**src/rtl/rc6_out_unloader.sv**
```systemverilog
// rc6_out_unloader
//   Takes the 128-bit result block from the RC6 round data register and
//   streams it out as four 32-bit words on a valid/ready handshake. One
//   extra block can be parked in a pending register so the core can finish
//   the next block while the current one drains.
//
// Ports
//   inClk        clock, rising edge
//   inReset      asynchronous active-high reset
//   inLoad       one-cycle strobe, inData holds a finished block
//   inData       block, A in [31:0] .. D in [127:96]
//   outCanLoad   pending slot empty, a load now is guaranteed accepted
//   outValid     outWord is valid
//   inReady      sink accepts outWord this cycle
//   outWord      current output word
//   outLast      high with the 4th word of a block
//   outOverflow  one-cycle pulse, a load was dropped
//
// state | meaning
// ------+-----------------------------------------
// IDLE  | no block in the output register
// SEND  | output register holds a block being drained
module rc6_out_unloader #(
   parameter bit LSW_FIRST = 1'b1
) (
   input  logic          inClk,
   input  logic          inReset,
   input  logic          inLoad,
   input  logic [127:0]  inData,
   output logic          outCanLoad,
   output logic          outValid,
   input  logic          inReady,
   output logic [31:0]   outWord,
   output logic          outLast,
   output logic          outOverflow
);

   typedef enum logic {ST_IDLE = 1'b0, ST_SEND = 1'b1} state_t;

   state_t        r_state;
   logic [127:0]  r_sr;
   logic [127:0]  r_pr;
   logic [1:0]    r_cnt;
   logic          r_pf;
   logic          r_valid;
   logic          r_ovf;

   logic          w_xfer;
   logic          w_last_xfer;
   logic [1:0]    w_idx;

   assign w_xfer      = r_valid & inReady;
   assign w_last_xfer = w_xfer & (r_cnt == 2'd3);
   // MSW-first order walks the words 3..0, which is the bitwise inverse of CNT.
   assign w_idx       = LSW_FIRST ? r_cnt : ~r_cnt;

   assign outValid    = r_valid;
   assign outWord     = r_sr[{w_idx, 5'b0} +: 32];
   assign outLast     = r_valid & (r_cnt == 2'd3);
   assign outOverflow = r_ovf;
   assign outCanLoad  = ~r_pf;

   always_ff @(posedge inClk or posedge inReset) begin
      if (inReset) begin
         r_state <= ST_IDLE;
         r_sr    <= '0;
         r_pr    <= '0;
         r_cnt   <= 2'd0;
         r_pf    <= 1'b0;
         r_valid <= 1'b0;
         r_ovf   <= 1'b0;
      end else begin
         r_ovf <= 1'b0;
         case (r_state)
            ST_IDLE: begin
               if (inLoad) begin
                  r_sr    <= inData;
                  r_cnt   <= 2'd0;
                  r_state <= ST_SEND;
                  r_valid <= 1'b1;
               end
            end
            ST_SEND: begin
               if (w_last_xfer) begin
                  if (r_pf) begin
                     // Pending block moves up; a coincident load refills the slot.
                     r_sr  <= r_pr;
                     r_cnt <= 2'd0;
                     if (inLoad) r_pr <= inData;
                     else        r_pf <= 1'b0;
                  end else if (inLoad) begin
                     r_sr  <= inData;
                     r_cnt <= 2'd0;
                  end else begin
                     r_cnt   <= 2'd0;
                     r_state <= ST_IDLE;
                     r_valid <= 1'b0;
                  end
               end else begin
                  if (w_xfer) r_cnt <= r_cnt + 2'd1;
                  if (inLoad) begin
                     if (!r_pf) begin
                        r_pr <= inData;
                        r_pf <= 1'b1;
                     end else begin
                        r_ovf <= 1'b1;
                     end
                  end
               end
            end
            default: begin
               r_state <= ST_IDLE;
               r_valid <= 1'b0;
            end
         endcase
      end
   end

endmodule

```
**config.mk**
```make
export PLATFORM = sky130hd
export DESIGN_NAME = rc6_out_unloader
export DESIGN_NICKNAME = d
export VERILOG_FILES = /design/src/rtl/rc6_out_unloader.sv
export SDC_FILE = /design/constraint.sdc
export NUM_CORES = 1
export LEC_CHECK = 0
export CORE_UTILIZATION = 50
export CTS_BUF_LIST = sky130_fd_sc_hd__clkbuf_4 sky130_fd_sc_hd__clkbuf_8
export DETAILED_ROUTE_END_ITERATION = 10
export PLACE_DENSITY_LB_ADDON = 0.15
export SLEW_MARGIN = 25
export SYNTH_ARGS = -nofsm -noshare
export SYNTH_HDL_FRONTEND = slang
export SYNTH_SLANG_ARGS = --single-unit
```
**constraint.sdc**
```tcl
create_clock -name inClk -period 12.9 [get_ports inClk]
set_input_delay 3.225 -clock inClk [delete_from_list [all_inputs] [get_ports inClk]]
set_output_delay 3.225 -clock inClk [all_outputs]
set_load 0.005 [all_outputs]
```
=== Yosys cells after proc, flatten, opt, wreduce, memory -nomap -nowiden ===
Cells that the tools add are included.

* Flip-flop bits (word level): 262
* Bits of input ports: 132
* Output and inout bits: 36
* Logic and storage cells: 56

* $add $sub $neg: 1
* Eq/ne operators: 9
* Shifts and indexed selects: 1
* Multiplexer cells: 28
* Bitwise gates (word level): 5
* Reductions and logical operators: 5

{| class="wikitable"
|+ Operators with widths
! cell !! count
|-
| $mux W128 || 8
|-
| $pmux W128 S2 || 1
|-
| $shiftx A128 B8 Y32 || 1
|-
| $mux W1 || 13
|-
| $ne A2 B2 Y1 const B || 5
|-
| $mux W2 || 3
|-
| $reduce_and A5 Y1 || 1
|-
| $ne A2 B1 Y1 const B || 2
|-
| $pmux W1 S2 || 2
|-
| $pmux W2 S2 || 1
|-
| $reduce_and A2 Y1 || 2
|-
| $reduce_and A4 Y1 || 1
|-
| $and A1 B1 Y1 || 3
|-
| $ne A3 B1 Y1 const B || 1
|-
| $add A2 B1 Y2 const B || 1
|-
| $eq A2 B2 Y1 const B || 1
|-
| $not A1 Y1 || 2
|-
| $reduce_bool A2 Y1 || 1
|}

=== Longest topological paths before layout ===
Gate-level depths: netlist (run 1).

* Depth after elaboration: 4
* Depth in mapped cells: 6
* Depth with buffers taken out: 4

=== Worst setup path before layout (run 1) ===
Ideal clock, no wire load.

* Kind: register to output
* From: register r_cnt[0]
* To: output port outWord[10]
* Data arrival time: 1361 ps
* Required time: 9675 ps
* Setup slack: 8314 ps
* Stages on the path, launching flop included: 4
* Path buffers: 2
* Path through: dfrtp_1 > buf_2 > buf_2 > mux4_2

* Word-level cells in the longest chain between the ends: 1

{| class="wikitable"
|+ RTL lines
! what !! RTL line !! source
|-
| start, declared || 43 || <nowiki>logic [1:0] r_cnt;</nowiki>
|-
| start signal, assigned || 100 || <nowiki>if (w_xfer) r_cnt <= r_cnt + 2'd1;</nowiki>
|-
| $shiftx A128 B8 Y32 || 58 || <nowiki>assign outWord = r_sr[{w_idx, 5'b0} +: 32];</nowiki>
|-
| end, declared || 33 || <nowiki>output logic [31:0] outWord,</nowiki>
|}

Every way passes these cells.

=== Worst setup path after layout (run 1) ===
* From: register r_cnt[0]
* To: output port outWord[24]

Same word-level chain as after synthesis.

==> flow_summary.toml, run 1 <==
[routing]
drc = 0
first_pass_iters = 5
post_drt_wl_per_cell_um = 22.4
viasPerCell = 6.06
drt_iter0_drc = 466
vias = 7713
ant_nets = 0
routed_wl_um = 28400

[logic_synthesis]
syn_area_um2 = 11800
avgSynthCellArea_um2 = 14.9
ys_seq_area_share_pct = 55.8
synth_cells = 787
syn-num-nets = 920
ys_ff_latch = 262
yosys_warnings = 0
synth_cell_types = 30

[finish]
fill_cells = 1735
fin_area_um2 = 14300
num_antenna_cells = 0
drive_gt1_share_pct = 24.5
area_delta_synth_final_pct = 21.7
final_cell_count_no_fill = 1272
nNetsFinal = 1063

[placed_design]
dp.cells = 1196
place_congestion = 0.823
place_hpwl_um = 16200
place_area_um2 = 13400
port_buffers = 167
post-place-ws_ns = 6.52

[global_routing]
grt_pass1_vias = 8192
overflow = 0
grt_first_pass_wirelength_um = 46100
grt_antenna_before_repair = 0
met1_usage_pct = 36.4
grtUsageMet3_pct = 4.54
grt_max_degree = 117
track_usage_pct = 24.4
grt.busiest_layer = "met2"
use_met2_pct = 36.5

[sta]
timing.fmax_mhz = 163
hold_slack_ns = 0.488
setup_viol = 0
fin_crit_ns = 6.14
relSlewSlack_pct = 30.9
final_hold_viol_count = 0
fin_crit_sh_pct = 47.6
setup_tns_ns = 0
layout_setup_ws_ns = 6.76
tightest_slew_ns = 1.04
maxSlewViolCount = 0
skew_ns = 0.0169
rsz0062_at_grt = "no"

[min_path]
min-delay-start = "r_pr[66]"
hold-path-endpoint = "r_pr[66]"
min_path_type = "reg2reg"
whs_path_depth = 1

[power_and_ir_drop]
p_per_area_nw_per_um2 = 162
leakage_nw = 6.13
peakVddDrop_mv = 0.112

[critical_path]
r2r_slack_ns = 9.21
cp-end-kind = "output port"
path_class = "reg2out"
startpoint_type = "flip-flop"
cp_max_fo = 18
rr_worst_depth = 6
rr_endpoint = "r_pr[73]"
r2r-start = "r_cnt[1]"
required_ns = 9.68
crit_arrival_ns = 2.91

[clock_tree]
ctsHoldBuffers = 0
cts_root_buffer = "clkbuf_8"
cts_buffer_depth = 3
post_cts_resized = 0
post_cts_buffers = 0
clock_sinks = 262
cts_buffers = 44
h-tree-depth = 2
cts_tree = "built"
path_clk_slew_ns = 0.06
insertion_delay_ns = 0.54

[die]
initial_utilization_pct = 51.5
die_w_um = 155
die_h_um = 155
fp.dieArea_um2 = 24100
io-pin-count = 168
rows = 55
coreArea_um2 = 22800

[status]
outcome = "complete, no violations"

[job]
maxCapViolations = 0
==> cells in the final DEF (no fill, tap or decap), types with 2 or more instances in the layout <==
cell	instances
a21oi_1	5
buf_6	2
nand2_4	2
o22ai_1	128
clkbuf_8	53
mux2_2	8
inv_1	2
mux2_4	100
a22o_1	2
buf_4	8
dfrtp_1	260
mux2_1	20
clkdlybuf4s50_1	167
nor2_1	2
mux4_2	32
nand2_1	2
a2bb2oi_1	127
clkbuf_4	21
==> registers in the layout, summed over array words and instances, names as in the netlist <==
register,count
outOverflow,1
outValid,1
r_cnt,2
r_pf,1
r_pr,128
r_sr,128
r_state,1
==> routing by layer <==
metal  vias up  share of wire (%)
met2       252                 45
met1      4033                 47
met5         -                  0
met3        46                5.7
li1       3382                  -
met4         0                1.8
==> cells in the mapped netlist <==
cell type	number	area share [%]
a21bo_2	1	0.085
clkbuf_1	15	0.48
o2bb2a_1	1	0.085
buf_6	3	0.29
mux2_4	100	13
and3_1	1	0.053
a22o_1	2	0.15
nand3_1	1	0.043
mux2i_4	1	0.19
mux2_2	8	0.77
o31ai_1	1	0.064
ha_1	1	0.11
nor2b_1	1	0.053
buf_2	37	1.6
inv_1	3	0.096
a21oi_1	6	0.26
mux4_2	32	6.1
buf_12	11	1.9
and2_1	1	0.053
a2bb2oi_1	127	9.5
nand3b_1	1	0.064
nand2_1	4	0.13
clkbuf_2	1	0.043
nand4_1	1	0.053
o22ai_1	128	6.8
nand3_4	1	0.15
buf_1	14	0.45
dfrtp_1	262	56
nor2_1	2	0.064
mux2_1	20	1.9
==> cells by family after synthesis <==
logic type | Yosys count | share of synthesized area (%)
AOI/OAI and AO/OA | 266 | 16.9
DFF | 262 | 55.8
muxes | 161 | 21.8
buffers and inverters | 84 | 4.80
and+or+nand+nor | 13 | 0.660
adders and majority gates | 1 | 0.106
==> report_power, final <==
| part | internal [W] | switching (W) | leakage, nW | total [W] |
|---|---|---|---|---|
| Combinational | 0.000344 | 0.000148 | 2.34 | 0.000492 |
| Sequential | 0.000963 | 0.000109 | 3.31 | 0.00107 |
| Clock | 0.000429 | 0.000322 | 0.482 | 0.000751 |
==> cell type report <==
| cell class | count | area [um^2] | share of cell area, % |
|---|---|---|---|
| clock inverters | 1 | 5.00 | 0.0350 |
| multi-input cells | 441 | 4670 | 32.6 |
| repair buffers | 178 | 1770 | 12.4 |
| well taps | 313 | 392 | 2.74 |
| flip-flops and latches | 262 | 6560 | 45.9 |
| clock buffers | 74 | 887 | 6.20 |
| inverters | 3 | 18.8 | 0.131 |
==> critical path, stage by stage, from the launching register on <==
cell	delay [ns]
dfrtp_2	0.77
buf_4	0.52
mux4_2	0.57
clkdlybuf4s50_1	0.51
==> worst max-delay path by stage <==
stage	start	end	slack (ns)	depth (start not counted)
final	r_cnt[0]	outWord[24]	6.76	3
after global routing	r_cnt[0]	outWord[24]	6.55	3
after CTS	r_cnt[0]	outWord[24]	6.63	3
after detailed placement	inLoad	r_pr[73]	6.52	5
after global placement	inLoad	r_pr[62]	6.64	5
after floorplan	inReset	outOverflow	2.46	1
==> metrics by stage <==
step                power (W)  utilization [%]
floorplan             0.00135                -
global placement      0.00156             58.6
finish                0.00231             62.6
global route          0.00242             62.6
CTS                   0.00234             62.5
detailed placement    0.00157             58.6
Note: power is estimated with default switching activity, not from simulation.
==> run 2, diff against run 1 <==
==> constraint.sdc (replaced) <==
create_clock -name inClk -period 5.7 [get_ports inClk]
set_input_delay 1.425 -clock inClk [delete_from_list [all_inputs] [get_ports inClk]]
set_output_delay 1.425 -clock inClk [all_outputs]
set_load 0.005 [all_outputs]
==> run 2 against run 1 <==
Effect of this change:
- sequential power up 130%
- hold slack better by 0.0025 ns
- wire length down 0.58%
- clock power rose by 140%
- core utilization rose by 0.75 points
- sequential cell count stayed put
- register-to-register slack got worse by 6.7 ns
- setup slack worse by 5.2 ns
- clock skew is 0.0048 ns lower
- design area rose by 1.2%
- non-clock buffer count is 3 higher
- critical path type unchanged
- largest power group unchanged
==> flow_summary.toml, run 2 (same netlist as run 1, synthesis figures left out) <==
[placed_design]
post-place-ws_ns = 1.83
port_buffers = 167
place_area_um2 = 13500
place_hpwl_um = 16800
place_congestion = 0.813

[power_and_ir_drop]
p_per_area_nw_per_um2 = 371
p_comb_share_pct = 20.5
p_sw_w = 0.00135
leakage_nw = 6.21
p_int_w = 0.00402
finalPower_w = 0.00537
p_seq_share_pct = 45.4
peakVddDrop_mv = 0.223
pwr-share-clk_pct = 34.1
sw_frac_of_total_pct = 25.1

[sta]
fin_crit_sh_pct = 72.3
rsz0062_at_grt = "no"
final_hold_viol_count = 0
relSlewSlack_pct = 34.6
tightest_slew_ns = 0.981
layout_setup_ws_ns = 1.58
fin_crit_ns = 4.12
setup_tns_ns = 0
setup_viol = 0
maxSlewViolCount = 0
skew_ns = 0.0121
timing.fmax_mhz = 243

[critical_path]
startpoint_type = "flip-flop"
crit_arrival_ns = 2.69
cp-end-kind = "output port"
r2r_slack_ns = 2.48
required_ns = 4.28
path_class = "reg2out"
rr_endpoint = "r_pr[62]"
r2r-start = "r_cnt[1]"
rr_worst_depth = 5
cp_max_fo = 29

[routing]
vias = 7710
routed_wl_um = 28300
viasPerCell = 6.01
drt_iter0_drc = 542
ant_nets = 0
first_pass_iters = 5
drc = 0
post_drt_wl_per_cell_um = 22.1

[finish]
num_antenna_cells = 0
area_delta_synth_final_pct = 23.1
layout_commonest_cell = "dfrtp_1"
fin_area_um2 = 14500
multi_input_area_um2 = 4670
nNetsFinal = 1067
drive_gt1_share_pct = 25.3
seq_area_um2 = 6560
top_regs = "r_pr: 128 flops, r_sr: 128 flops, r_cnt: 2 flops"
fill_cells = 1730
final_cell_mix = "dfrtp_1 (260), clkdlybuf4s50_1 (167), o22ai_1 (128)"

[clock_tree]
h-tree-depth = 2
cts_tree = "built"
post_cts_buffers = 0
cts_buffers = 45
insertion_delay_ns = 0.54
post_cts_resized = 0
clock_sinks = 262
ctsHoldBuffers = 0
path_clk_slew_ns = 0.06
cts_buffer_depth = 3
cts_root_buffer = "clkbuf_8"

[min_path]
min_path_type = "reg2reg"
whs_path_depth = 1
hold-path-endpoint = "r_pr[81]"
min-delay-start = "r_pr[81]"

[die]
rows = 55
initial_utilization_pct = 51.5
io-pin-count = 168
coreArea_um2 = 22800
fp.dieArea_um2 = 24100
die_h_um = 155
die_w_um = 155

[job]
maxCapViolations = 0

[global_routing]
grt_max_degree = 92
grt_pass1_vias = 8201
grt_antenna_before_repair = 2
grt_first_pass_wirelength_um = 45500
overflow = 0
track_usage_pct = 24.0

[status]
outcome = "complete, no violations"
-- run 2: cell type report --
| class | count | area share, % |
|---|---|---|
| Inverter | 3 | 0.104 |
| Timing Repair Buffer | 181 | 12.7 |
| Clock buffer | 73 | 6.59 |
| Tap cell | 313 | 2.70 |
| Sequential cell | 262 | 45.3 |
| Multi-Input combinational cell | 441 | 32.3 |
| Clock inverter | 9 | 0.328 |
-- run 2: metrics by stage --
| stage | hold WS [ns] | std cells | utilization [%] |
|---|---|---|---|
| 4_1_cts | 0.492 | 1282 | 63.4 |
| 2_1_floorplan | 0.458 | 787 | - |
| 5_1_grt | 0.507 | 1282 | 63.4 |
| 6_report | 0.491 | 1282 | 63.4 |
| 3_5_place_dp | 0.475 | 1200 | 59.0 |
| 3_3_place_gp | 0.467 | 1200 | 59.0 |
-- run 2: worst max path at each step --
stage | startpoint | to | slack, ns | cells past startpoint
6_report | r_cnt[0] | outWord[11] | 1.58 | 3
3_3_place_gp | r_cnt[0] | outWord[11] | 1.86 | 3
3_5_place_dp | r_cnt[0] | outWord[13] | 1.83 | 3
4_1_cts | r_cnt[0] | outWord[13] | 1.23 | 3
2_1_floorplan | inReset | outOverflow | 0.82 | 1
5_1_grt | r_cnt[0] | outWord[11] | 1.41 | 3
-- run 2: per-layer routing --
layer	global-route usage, %	wire length, um
met3	5.65	1630
met2	36.2	12900
met5	0	27
met1	35.2	13300
met4	5.98	433
-- run 2: power by group through the flow --
| stage | Clock, W | Sequential [W] | Combinational, W |
|---|---|---|---|
| after floorplan | 0 | 0.00232 | 0.000735 |
| after global placement | 0 | 0.00244 | 0.00108 |
| after detailed placement | 0 | 0.00246 | 0.00110 |
| after CTS | 0.00187 | 0.00243 | 0.00111 |
| after global routing | 0.00195 | 0.00248 | 0.00118 |
| final | 0.00183 | 0.00244 | 0.00110 |
-- run 2: critical path, stage by stage, from the launching register on --
cell and delay (ns):
dfrtp_4 0.84, buf_4 0.31, mux4_2 0.52, clkdlybuf4s50_1 0.46
==> run 3, diff against run 2 <==
==> constraint.sdc (replaced) <==
create_clock -name inClk -period 4.3 [get_ports inClk]
set_input_delay 1.075 -clock inClk [delete_from_list [all_inputs] [get_ports inClk]]
set_output_delay 1.075 -clock inClk [all_outputs]
set_load 0.005 [all_outputs]
==> run 3 against run 2 <==
Effect of this change:
- cell count increased by 0.70%
- non-clock buffer count is 12 higher
- critical endpoint is now outWord[9]
- count of clock-buffer cells in the layout increased by 4
- setup slack lost 1.1 ns
- power is 32% higher
- clock skew about the same
- core utilization up 0.61 points
- critical path depth did not move
- combinational power rose by 37%
- design area rose by 0.96%
==> flow_summary.toml, run 3 (same netlist as run 1, synthesis figures left out) <==
[status]
outcome = "complete, no violations"

[die]
die_h_um = 155
fp.dieArea_um2 = 24100
io-pin-count = 168
rows = 55
initial_utilization_pct = 51.5
die_w_um = 155
coreArea_um2 = 22800

[sta]
final_hold_viol_count = 0
setup_viol = 0
relSlewSlack_pct = 38.1
tightest_slew_ns = 0.929
fin_crit_ns = 3.84
fin_crit_sh_pct = 89.3
maxSlewViolCount = 0
skew_ns = 0.0121
rsz0062_at_grt = "no"
timing.fmax_mhz = 260
layout_setup_ws_ns = 0.459
hold_slack_ns = 0.486

[placed_design]
place_congestion = 0.811
dp.cells = 1212
place_hpwl_um = 17500
port_buffers = 167
post-place-ws_ns = 0.874

[global_routing]
track_usage_pct = 24.1
overflow = 0
grt_pass1_vias = 8333
grt_antenna_before_repair = 0
grt_first_pass_wirelength_um = 45900
grt_max_degree = 80

[clock_tree]
cts_tree = "built"
clock_sinks = 262
post_cts_resized = 0
cts_root_buffer = "clkbuf_8"
post_cts_buffers = 0
cts_buffers = 45
h-tree-depth = 2
path_clk_slew_ns = 0.06
insertion_delay_ns = 0.54
cts_buffer_depth = 3
ctsHoldBuffers = 0

[power_and_ir_drop]
leakage_nw = 6.27
peakVddDrop_mv = 0.214
p_per_area_nw_per_um2 = 486

[critical_path]
r2r-start = "r_cnt[0]"
endpoint = "outWord[9]"
path_class = "reg2out"
r2r_slack_ns = 1.35
crit_arrival_ns = 2.77
startpoint = "r_cnt[0]"
startpoint_type = "flip-flop"
rr_endpoint = "r_pr[70]"
rr_worst_depth = 5
required_ns = 3.22
cp_max_fo = 20
cp-end-kind = "output port"

[finish]
top_regs = "r_pr: 128 flops, r_sr: 128 flops, r_cnt: 2 flops"
final_util_pct = 64.0
num_antenna_cells = 0
nNetsFinal = 1079
final_cell_count_no_fill = 1291
drive_gt1_share_pct = 26.0
area_delta_synth_final_pct = 24.3
layout_commonest_cell = "dfrtp_1"
final_cell_mix = "dfrtp_1 (260), clkdlybuf4s50_1 (167), o22ai_1 (128)"

[routing]
first_pass_iters = 5
ant_nets = 0
drc = 0
viasPerCell = 6.03
drt_iter0_drc = 396
routed_wl_um = 28300
vias = 7779
post_drt_wl_per_cell_um = 21.9

[job]
maxCapViolations = 0

[min_path]
min_path_type = "reg2reg"
min-delay-start = "r_pr[68]"
[run 3: stage by stage]
stage	area [um^2]	power (W)	TNS, ns
2_1_floorplan	11800	0.00405	-60.40
3_3_place_gp	13600	0.00469	0
3_5_place_dp	13600	0.00474	0
4_1_cts	14600	0.00717	0
5_1_grt	14600	0.00742	0
6_report	14600	0.00710	0
[run 3: power breakdown]
group / switching [W] / internal (W) / total (W)
Sequential: 0.000317 / 0.00289 / 0.00320
Combinational: 0.000460 / 0.00105 / 0.00151
Clock: 0.000992 / 0.00140 / 0.00239
[run 3: how the worst min path moves through the flow]
stage                to  slack (ns)  cells after the start
6_report       r_pr[68]        0.49                      1
5_1_grt        r_pr[80]        0.50                      1
4_1_cts        r_pr[65]        0.49                      1
3_5_place_dp   r_pr[68]        0.48                      1
3_3_place_gp   r_pr[79]        0.47                      1
2_1_floorplan  r_pr[63]        0.46                      1
[run 3: area by class of cell]
cell class | instances | area [um^2]
repair buffers | 193 | 2000
multi-input cells | 441 | 4670
clock buffers | 77 | 966
clock inverters | 2 | 12.5
well taps | 313 | 392
inverters | 3 | 15.0
fillers | 1729 | 8230
flip-flops and latches | 262 | 6560
[run 3: worst max-delay path, stage by stage, from the launching register on]
cell and delay [ns]:
dfrtp_2 0.84, buf_4 0.36, mux4_2 0.55, clkdlybuf4s50_1 0.47
[run 3: layer usage]
metal  part of all wire [%]  wire length (um)  GRT usage (%)
met1                     46             13100           35.0
met2                     47             13300           37.0
met3                    4.6              1310           4.15
met4                    2.1               599           7.61
met5                      0                 0              0
